## config.mk

```make
export PLATFORM = sky130hd
export DESIGN_NAME = traffic_light_ctrl
export DESIGN_NICKNAME = d
export VERILOG_FILES = /design/src/rtl/traffic_pkg.sv /design/src/rtl/bin2bcd_2d.sv /design/src/rtl/traffic_light_ctrl.sv
export SDC_FILE = /design/constraint.sdc
export NUM_CORES = 1
export LEC_CHECK = 0
export ABC_CLOCK_PERIOD_IN_PS = 5800
export CORE_MARGIN = 1.5
export CORE_UTILIZATION = 50
export CTS_BUF_LIST = sky130_fd_sc_hd__clkbuf_16
export DETAILED_ROUTE_END_ITERATION = 6
export PLACE_DENSITY_LB_ADDON = 0.1
export SYNTH_ARGS = -nofsm -noshare
export SYNTH_HDL_FRONTEND = slang
export SYNTH_SLANG_ARGS = --single-unit
```

## constraint.sdc

```tcl
create_clock -name clk -period 5.8 [get_ports clk]
set_clock_uncertainty 0.15 [all_clocks]
set_input_delay 1.74 -clock clk [delete_from_list [all_inputs] [get_ports clk]]
set_output_delay 1.74 -clock clk [all_outputs]
set_load 0.02 [all_outputs]
```

## src/rtl/traffic_pkg.sv

```systemverilog
// Shared types and constants for the two-way traffic light controller.
package traffic_pkg;

  typedef enum logic [2:0] {
    NS_GREEN,
    NS_YELLOW,
    EW_GREEN,
    EW_YELLOW,
    NIGHT_BLINK
  } tlc_state_t;

  localparam logic [2:0] LAMP_R   = 3'b100;
  localparam logic [2:0] LAMP_Y   = 3'b010;
  localparam logic [2:0] LAMP_G   = 3'b001;
  localparam logic [2:0] LAMP_OFF = 3'b000;

  localparam logic [3:0] BCD_BLANK = 4'hF;

  // Day-cycle successor; NIGHT_BLINK falls back to the start of the cycle.
  function automatic tlc_state_t tlc_next(input tlc_state_t s);
    case (s)
      NS_GREEN:  return NS_YELLOW;
      NS_YELLOW: return EW_GREEN;
      EW_GREEN:  return EW_YELLOW;
      default:   return NS_GREEN;
    endcase
  endfunction

endpackage

```

## src/rtl/bin2bcd_2d.sv

```systemverilog
// Combinational 7-bit binary (0..99) to two-digit BCD {tens, ones}.
module bin2bcd_2d (
  input  logic [6:0] bin,
  output logic [7:0] bcd
);

  always_comb begin
    bcd[7:4] = 4'(bin / 7'd10);
    bcd[3:0] = 4'(bin % 7'd10);
  end

endmodule

```

## src/rtl/traffic_light_ctrl.sv

```systemverilog
// Four-phase NS/EW intersection sequencer with per-direction BCD countdown.
// Optional blinking-yellow night mode is built only when TLC_NIGHT_MODE_EN is defined.
module traffic_light_ctrl
  import traffic_pkg::*;
#(
  parameter int TICK_MAX = 49_999_999,
  parameter int GREEN_S  = 25,
  parameter int YELLOW_S = 5
) (
  input  logic        clk,
  input  logic        rst,
  input  logic        en,
  input  logic        night,
  output logic [2:0]  light_ns,
  output logic [2:0]  light_ew,
  output logic [15:0] disp_data,
  output logic        tick_1s
);

  localparam int         PW  = (TICK_MAX < 1) ? 1 : $clog2(TICK_MAX + 1);
  localparam logic [6:0] G7  = 7'(GREEN_S);
  localparam logic [6:0] Y7  = 7'(YELLOW_S);

  logic [PW-1:0]   presc;
  logic            presc_clr;
  tlc_state_t      state, state_nxt;
  logic [6:0]      phase_cnt, cnt_nxt;
  logic [1:0][6:0] cnt_v;   // [1]=NS, [0]=EW
  logic [1:0][7:0] bcd;

  function automatic logic [6:0] dur(input tlc_state_t s);
    return (s == NS_GREEN || s == EW_GREEN) ? G7 : Y7;
  endfunction

`ifdef TLC_NIGHT_MODE_EN
  logic blink, blink_nxt;
`else
  logic unused_night;
  assign unused_night = night;
`endif

  // Prescaler and tick register freeze together with en, so a paused
  // second resumes exactly where it stopped.
  always_ff @(posedge clk) begin
    if (rst) begin
      presc   <= '0;
      tick_1s <= 1'b0;
    end else if (presc_clr) begin
      presc   <= '0;
      tick_1s <= 1'b0;
    end else if (en) begin
      tick_1s <= (presc == PW'(TICK_MAX));
      presc   <= (presc == PW'(TICK_MAX)) ? '0 : presc + 1'b1;
    end
  end

  always_ff @(posedge clk) begin
    if (rst) begin
      state     <= NS_GREEN;
      phase_cnt <= G7;
`ifdef TLC_NIGHT_MODE_EN
      blink     <= 1'b1;
`endif
    end else begin
      state     <= state_nxt;
      phase_cnt <= cnt_nxt;
`ifdef TLC_NIGHT_MODE_EN
      blink     <= blink_nxt;
`endif
    end
  end

  always_comb begin
    state_nxt = state;
    cnt_nxt   = phase_cnt;
    presc_clr = 1'b0;
`ifdef TLC_NIGHT_MODE_EN
    blink_nxt = blink;
`endif
    if (en && tick_1s && state != NIGHT_BLINK) begin
      if (phase_cnt > 7'd1) begin
        cnt_nxt = phase_cnt - 7'd1;
      end else begin
        state_nxt = tlc_next(state);
        cnt_nxt   = dur(tlc_next(state));
      end
    end
`ifdef TLC_NIGHT_MODE_EN
    // Night handling overrides the day step taken above.
    if (en) begin
      if (state == NIGHT_BLINK) begin
        if (!night) begin
          state_nxt = NS_GREEN;
          cnt_nxt   = G7;
          presc_clr = 1'b1;
        end else if (tick_1s) begin
          blink_nxt = ~blink;
        end
      end else if (night) begin
        state_nxt = NIGHT_BLINK;
        blink_nxt = 1'b1;
      end
    end
`endif
  end

  always_comb begin
    light_ns = LAMP_R;
    light_ew = LAMP_R;
    cnt_v[1] = phase_cnt;
    cnt_v[0] = phase_cnt;
    case (state)
      NS_GREEN: begin
        light_ns = LAMP_G;
        cnt_v[0] = phase_cnt + Y7;
      end
      NS_YELLOW: light_ns = LAMP_Y;
      EW_GREEN: begin
        light_ew = LAMP_G;
        cnt_v[1] = phase_cnt + Y7;
      end
      EW_YELLOW: light_ew = LAMP_Y;
`ifdef TLC_NIGHT_MODE_EN
      NIGHT_BLINK: begin
        light_ns = blink ? LAMP_Y : LAMP_OFF;
        light_ew = blink ? LAMP_Y : LAMP_OFF;
      end
`endif
      default: ;
    endcase
  end

  for (genvar i = 0; i < 2; i++) begin : g_bcd
    bin2bcd_2d u_bcd (
      .bin(cnt_v[i]),
      .bcd(bcd[i])
    );
  end

  always_ff @(posedge clk) begin
    if (rst)
      disp_data <= 16'h0000;
`ifdef TLC_NIGHT_MODE_EN
    else if (state == NIGHT_BLINK)
      disp_data <= {4{BCD_BLANK}};
`endif
    else
      disp_data <= {bcd[1], bcd[0]};
  end

endmodule
```

; ---- Word-level counts from Yosys, hierarchy flattened
; Cells that the tools add are included.
[word_totals]
regBits = 53
latchBits = 0
ram_bits = 0
mem_bits_ro = 0
inputBits = 4
out_inout_bits = 23
wordCells = 36
n_memories = 0
[op_classes]
add_sub_neg = 3
mul = 0
n_div = 4
order_cmp = 1
n_eq_ne = 6
shift = 0
muxes = 10
n_bitwise = 1
reduce_logical = 6
[op_table]
columns = cell, n
row1 = adder 26 x 1 -> 26 bit (second input constant), 1
row2 = equality test 26 bit (second input constant), 1
row3 = 2-to-1 mux 26 bit, 1
row4 = 2-to-1 mux 7 bit, 3
row5 = divider 7 x 4 -> 7 bit (second input constant), 2
row6 = remainder unit 7 x 4 -> 7 bit (second input constant), 2
row7 = one-hot mux 3 bit (2 select lines), 2
row8 = equality test 3 x 2 -> 1 bit (second input constant), 3
row9 = adder 7 x 3 -> 7 bit (second input constant), 1
row10 = > comparator 7 x 1 -> 1 bit (second input constant), 1
row11 = subtractor 7 x 1 -> 7 bit (second input constant), 1
row12 = logical NOT 3 bit, 2
row13 = 2-to-1 mux 3 bit, 2
row14 = one-hot mux 2 bit (3 select lines), 1
row15 = 2-to-1 mux 5 bit, 1
row16 = equality test 3 x 1 -> 1 bit (second input constant), 1
row17 = != test 3 bit (second input constant), 1
row18 = logical AND 1 bit, 2
row19 = AND reduction 2 bit, 1
row20 = logical OR 1 bit, 1
row21 = inverter 1 bit, 1

; ---- Depth between registers and ports, before layout
[depth]
depth_word = 8
depth_mapped = 19
depth_no_buf = 18

; ---- By module
; Synthesis repeated with hierarchy kept, for this count alone.
[hier_totals]
cells_unflattened = 402
area_unflattened_um2 = 3460.8
[by_module_without_submodules]
columns = mod, n_inst, cells_each, area_per_inst_um2, seq_area_each_um2
row1 = traffic_light_ctrl, 1, 290, 2592.5, 1041.0
row2 = bin2bcd_2d, 2, 56, 434.2, 0.0

; ---- Worst setup path after synthesis
; OpenSTA, ideal clock, no wires.
[synth_path]
kind = register to register
start = register phase_cnt[0]
end = register disp_data[2]
setup_ns = 0.086
arrival_time_ns = 4.164
required_time_ns = 5.564
path_slack_ns = 1.400
stages_incl_launch_ff = 19
n_path_buf = 2
synth_period_minus_slack_ns = 4.400
path_cell_list = dfxtp_1 -> buf_6 -> a21oi_2 -> buf_6 -> o311a_4 -> nor3_1 -> a21oi_1 -> o21a_1 -> ha_1 -> and4b_1 -> a311oi_2 -> nand2_1 -> a221oi_4 -> xnor2_1 -> ha_1 -> inv_1 -> a211oi_4 -> o221ai_2 -> a221oi_2
[synth_between]
elab_chain_cells = 3
[synth_rtl]
columns = element, line_no
row1 = from (decl), traffic_light_ctrl.sv:27  ; logic [6:0] phase_cnt, cnt_nxt;
row2 = from (signal assigned), traffic_light_ctrl.sv:66  ; phase_cnt <= cnt_nxt;
row3 = adder 7 x 3 -> 7 bit, traffic_light_ctrl.sv:115  ; cnt_v[0] = phase_cnt + Y7;
row4 = 2-to-1 mux 7 bit (*), traffic_light_ctrl.sv:112  ; case (state)
row5 = remainder unit 7 x 4 -> 7 bit (*), bin2bcd_2d.sv:9  ; bcd[3:0] = 4'(bin % 7'd10);
row6 = to (signal assigned), traffic_light_ctrl.sv:148  ; disp_data <= {bcd[1], bcd[0]};
row7 = to (decl), traffic_light_ctrl.sv:16  ; output logic [15:0] disp_data,
; Every way passes the cells marked *; elsewhere a longest branch is shown, timed or not.
; A chain may end at the register's enable or synchronous reset.

; ---- Worst setup path in the final report
; Ends and elaborated chain as after synthesis.

==> reports/results.tsv <==
metric	value	unit
clk_path_buf_depth	2	
wirelength	7080	um
holdWs	355.1	ps
hold_buffers	0	
fin_util	58.52	%
design_area	0.003801	mm2
slowest_stage	dfxtp_1	
post_cts_resized	0	
slew_violations	0	
min_path_cells	2	
first_iter_violations	96	
hold_viol	0	
worst-slew-pin-transition	778.7	ps
syn_nets	433	
timing.fmax	190.0	MHz
drt.antenna.violating_nets	0	
place_congestion	0.8301	
crit_family	compound AO/OA/AOI/OAI gates	
dieHeight	85.72	um
finalSetupViolCount	0	
syn-instance-count	415	
dp_slack	608.2	ps
cts_tree	yes	
r2r_start	phase_cnt[0]$_SDFFE_PP1P_	
synth_area	0.003421	mm2
drt-vias-per-instance	5.932	
dieArea	0.007347	mm2
diodes	0	
start_util	52.67	%
synth_edf_count	0	
die_w	85.72	um
grt_pass1_vias	2664	
start_kind	register	
place_area	0.003660	mm2
rsz0062_at_grt	no	
numPortBuffers	25	
path_common_cell	ha_1	
postCtsSetupRepairBufs	0	
design.core.area	0.006495	mm2
async_flop_share	0	%
clock_latency	290	ps
num_vias	2984	
critPathBufInv	1	
end_kind	register	
synth_warnings	0	
power.leakage	1.387	nW
maxSlewHeadroom	48.09	%
clkSinkCount	52	
syn_to_final_growth	11.12	%
timing.rr.end	disp_data[2]$_SDFF_PP0_	
fin_crit	5263	ps
grt_usage	19.94	%
synth_flop_cell	dfxtp_1	
nFillCells	612	
clockRootBuffer	clkbuf_16	
dp_hpwl	5121	um
min_from	presc[15]$_SDFFE_PP0P_	
antenna_found_initial	0	
multi_input_area	0.002186	mm2
required	5850	ps
grt_pass1_wl	12080	um
drive_gt1_share	7.746	%
synth_cell_type_count	73	
postLayoutSetupSlackWorst	537.5	ps
worstPathArrival	5310	ps
yosysSeqAreaShare	30.43	%
register_area	0.001041	mm2
first_pass_iters	4	
hold_class	reg -> reg	
reg2reg_slack	540	ps
reg2regPathDepth	17	
cpPeakStageDelay	610	ps
max_cap_viol_count	0	
path_cells	ha_1, o211a_1, a21oi_1, nor3_1, a21oi_1, o21a_1, ha_1, and4b_1, a311oi_2, nand2_1, a221oi_4, xnor2_1, ha_1, inv_1, a211oi_4, o221ai_2, a221oi_2	
numCtsBuffers	5	
crit_path_max_fanout	12	
critPathKind	reg -> reg	
htree_levels	2	
post-route-period-util	90.73	%
outcome	finished clean	
setup_tns	0	ps
clk_pin_slew	70	ps
power_density	176.4	mW/mm2
ioPinCount	27	
layout.nets	444	
syn_area_per_cell	8.243	um2
wl_per_cell	14.08	um
rows	29	
drc	0	
hold_end	presc[15]$_SDFFE_PP0P_	
grt_max_degree	28	
synth_seq_cells	52	
peakVddDrop	0.0001105	V
gr-total-overflow	0	
cells by family (layout without fill, tap and decap cells):
group                    after synthesis  in the layout  synth area share [%]
AND/OR/NAND/NOR                      169            169                 24.73
buffers and inverters                 41             52                 5.669
AO/OA/AOI/OAI                         98             98                 23.26
flip-flops                            52             52                 30.43
multiplexers                           5              5                 1.536
adder cells (fa/ha/maj)               15             15                 5.413
XOR/XNOR                              35             35                 8.961
synth_stat cells, drive strengths merged (4+ instances only):
cell     n  area, um2
and3     8      50.05
and2     8      50.05
xnor2   20      175.2
clkbuf  11      41.29
o21a     4      30.03
xor2    15      131.4
nor3    10      50.05
o211a    4      40.04
a21oi   18      93.84
a211oi   4      42.54
dfxtp   52       1041
ha      14      175.2
o21ai   15      75.07
o22ai    7      43.79
nand2b   8      50.05
inv     17      63.81
nand4    7      43.79
nor2    64      240.2
a221oi   8      93.84
nand3   11      55.05
buf     13      88.83
nand2   30      120.1
or3      5      31.28
sequential cells by signal, summed over array words and instances, names as in the netlist:
name / cells
disp_data: 16
phase_cnt: 7
presc: 26
state: 2
tick_1s: 1
report_power, final:
group           total, W  internal, W  switching [W]
combinational  0.0000194   0.00000783      0.0000116
clock           0.000289     0.000159       0.000130
sequential      0.000362     0.000360     0.00000174
total           0.000670     0.000527       0.000143
worst max path at each step:
stage | from | to | slack, ps | depth (start not counted)
floorplan | phase_cnt[0]$_SDFFE_PP1P_ | disp_data[2]$_SDFF_PP0_ | 1400 | 18
global placement | phase_cnt[0]$_SDFFE_PP1P_ | disp_data[2]$_SDFF_PP0_ | 680 | 17
detailed placement | phase_cnt[0]$_SDFFE_PP1P_ | disp_data[2]$_SDFF_PP0_ | 610 | 17
CTS | phase_cnt[0]$_SDFFE_PP1P_ | disp_data[2]$_SDFF_PP0_ | 590 | 17
global route | phase_cnt[0]$_SDFFE_PP1P_ | disp_data[2]$_SDFF_PP0_ | 150 | 17
finish | phase_cnt[0]$_SDFFE_PP1P_ | disp_data[2]$_SDFF_PP0_ | 540 | 17
worst reg2reg max path: stages (launching register included):
cell and delay (ps):
dfxtp_1 610, ha_1 390, o211a_1 290, a21oi_1 130, nor3_1 500, a21oi_1 140
o21a_1 220, ha_1 220, and4b_1 210, a311oi_2 470, nand2_1 170, a221oi_4 460
xnor2_1 170, ha_1 180, inv_1 80, a211oi_4 340, o221ai_2 160, a221oi_2 280
per-stage QoR:
stage          total power [W]  cells
2_1_floorplan        0.0003827    415
3_3_place_gp         0.0003896    496
3_5_place_dp         0.0003900    496
4_1_cts              0.0006804    503
5_1_grt              0.0006955    503
6_report             0.0006704    503
placed cells by master, fill, tap and decap left out, types with 7 or more instances in the layout:
master / netlist / layout
a21oi_1: 17 / 17
and2_1: 8 / 8
and3_1: 8 / 8
clkdlybuf4s50_1: 0 / 25
dfxtp_1: 52 / 52
ha_1: 14 / 14
inv_1: 14 / 14
nand2_1: 29 / 29
nand2b_1: 8 / 8
nand3_1: 11 / 11
nand4_1: 7 / 7
nor2_1: 64 / 64
nor3_1: 10 / 10
o21ai_0: 13 / 13
o22ai_1: 7 / 7
xnor2_1: 20 / 20
xor2_1: 15 / 15
cell type report:
cell class | instances | area share (%)
Multi-Input combinational cell | 322 | 57.50
Timing Repair Buffer | 28 | 7.176
Clock buffer | 5 | 3.292
Inverter | 17 | 1.679
Sequential cell | 52 | 27.39
Clock inverter | 2 | 0.4279
Tap cell | 77 | 2.535
metal layers:
metal  up-vias  share of wire, %  track usage [%]
met5         -                 0                0
met4         0               1.5            6.012
met3         9               1.5            2.599
met2        24                49            34.72
met1      1438                48            25.71
li1       1513                 -                -
(Power assumes the default switching activity.)
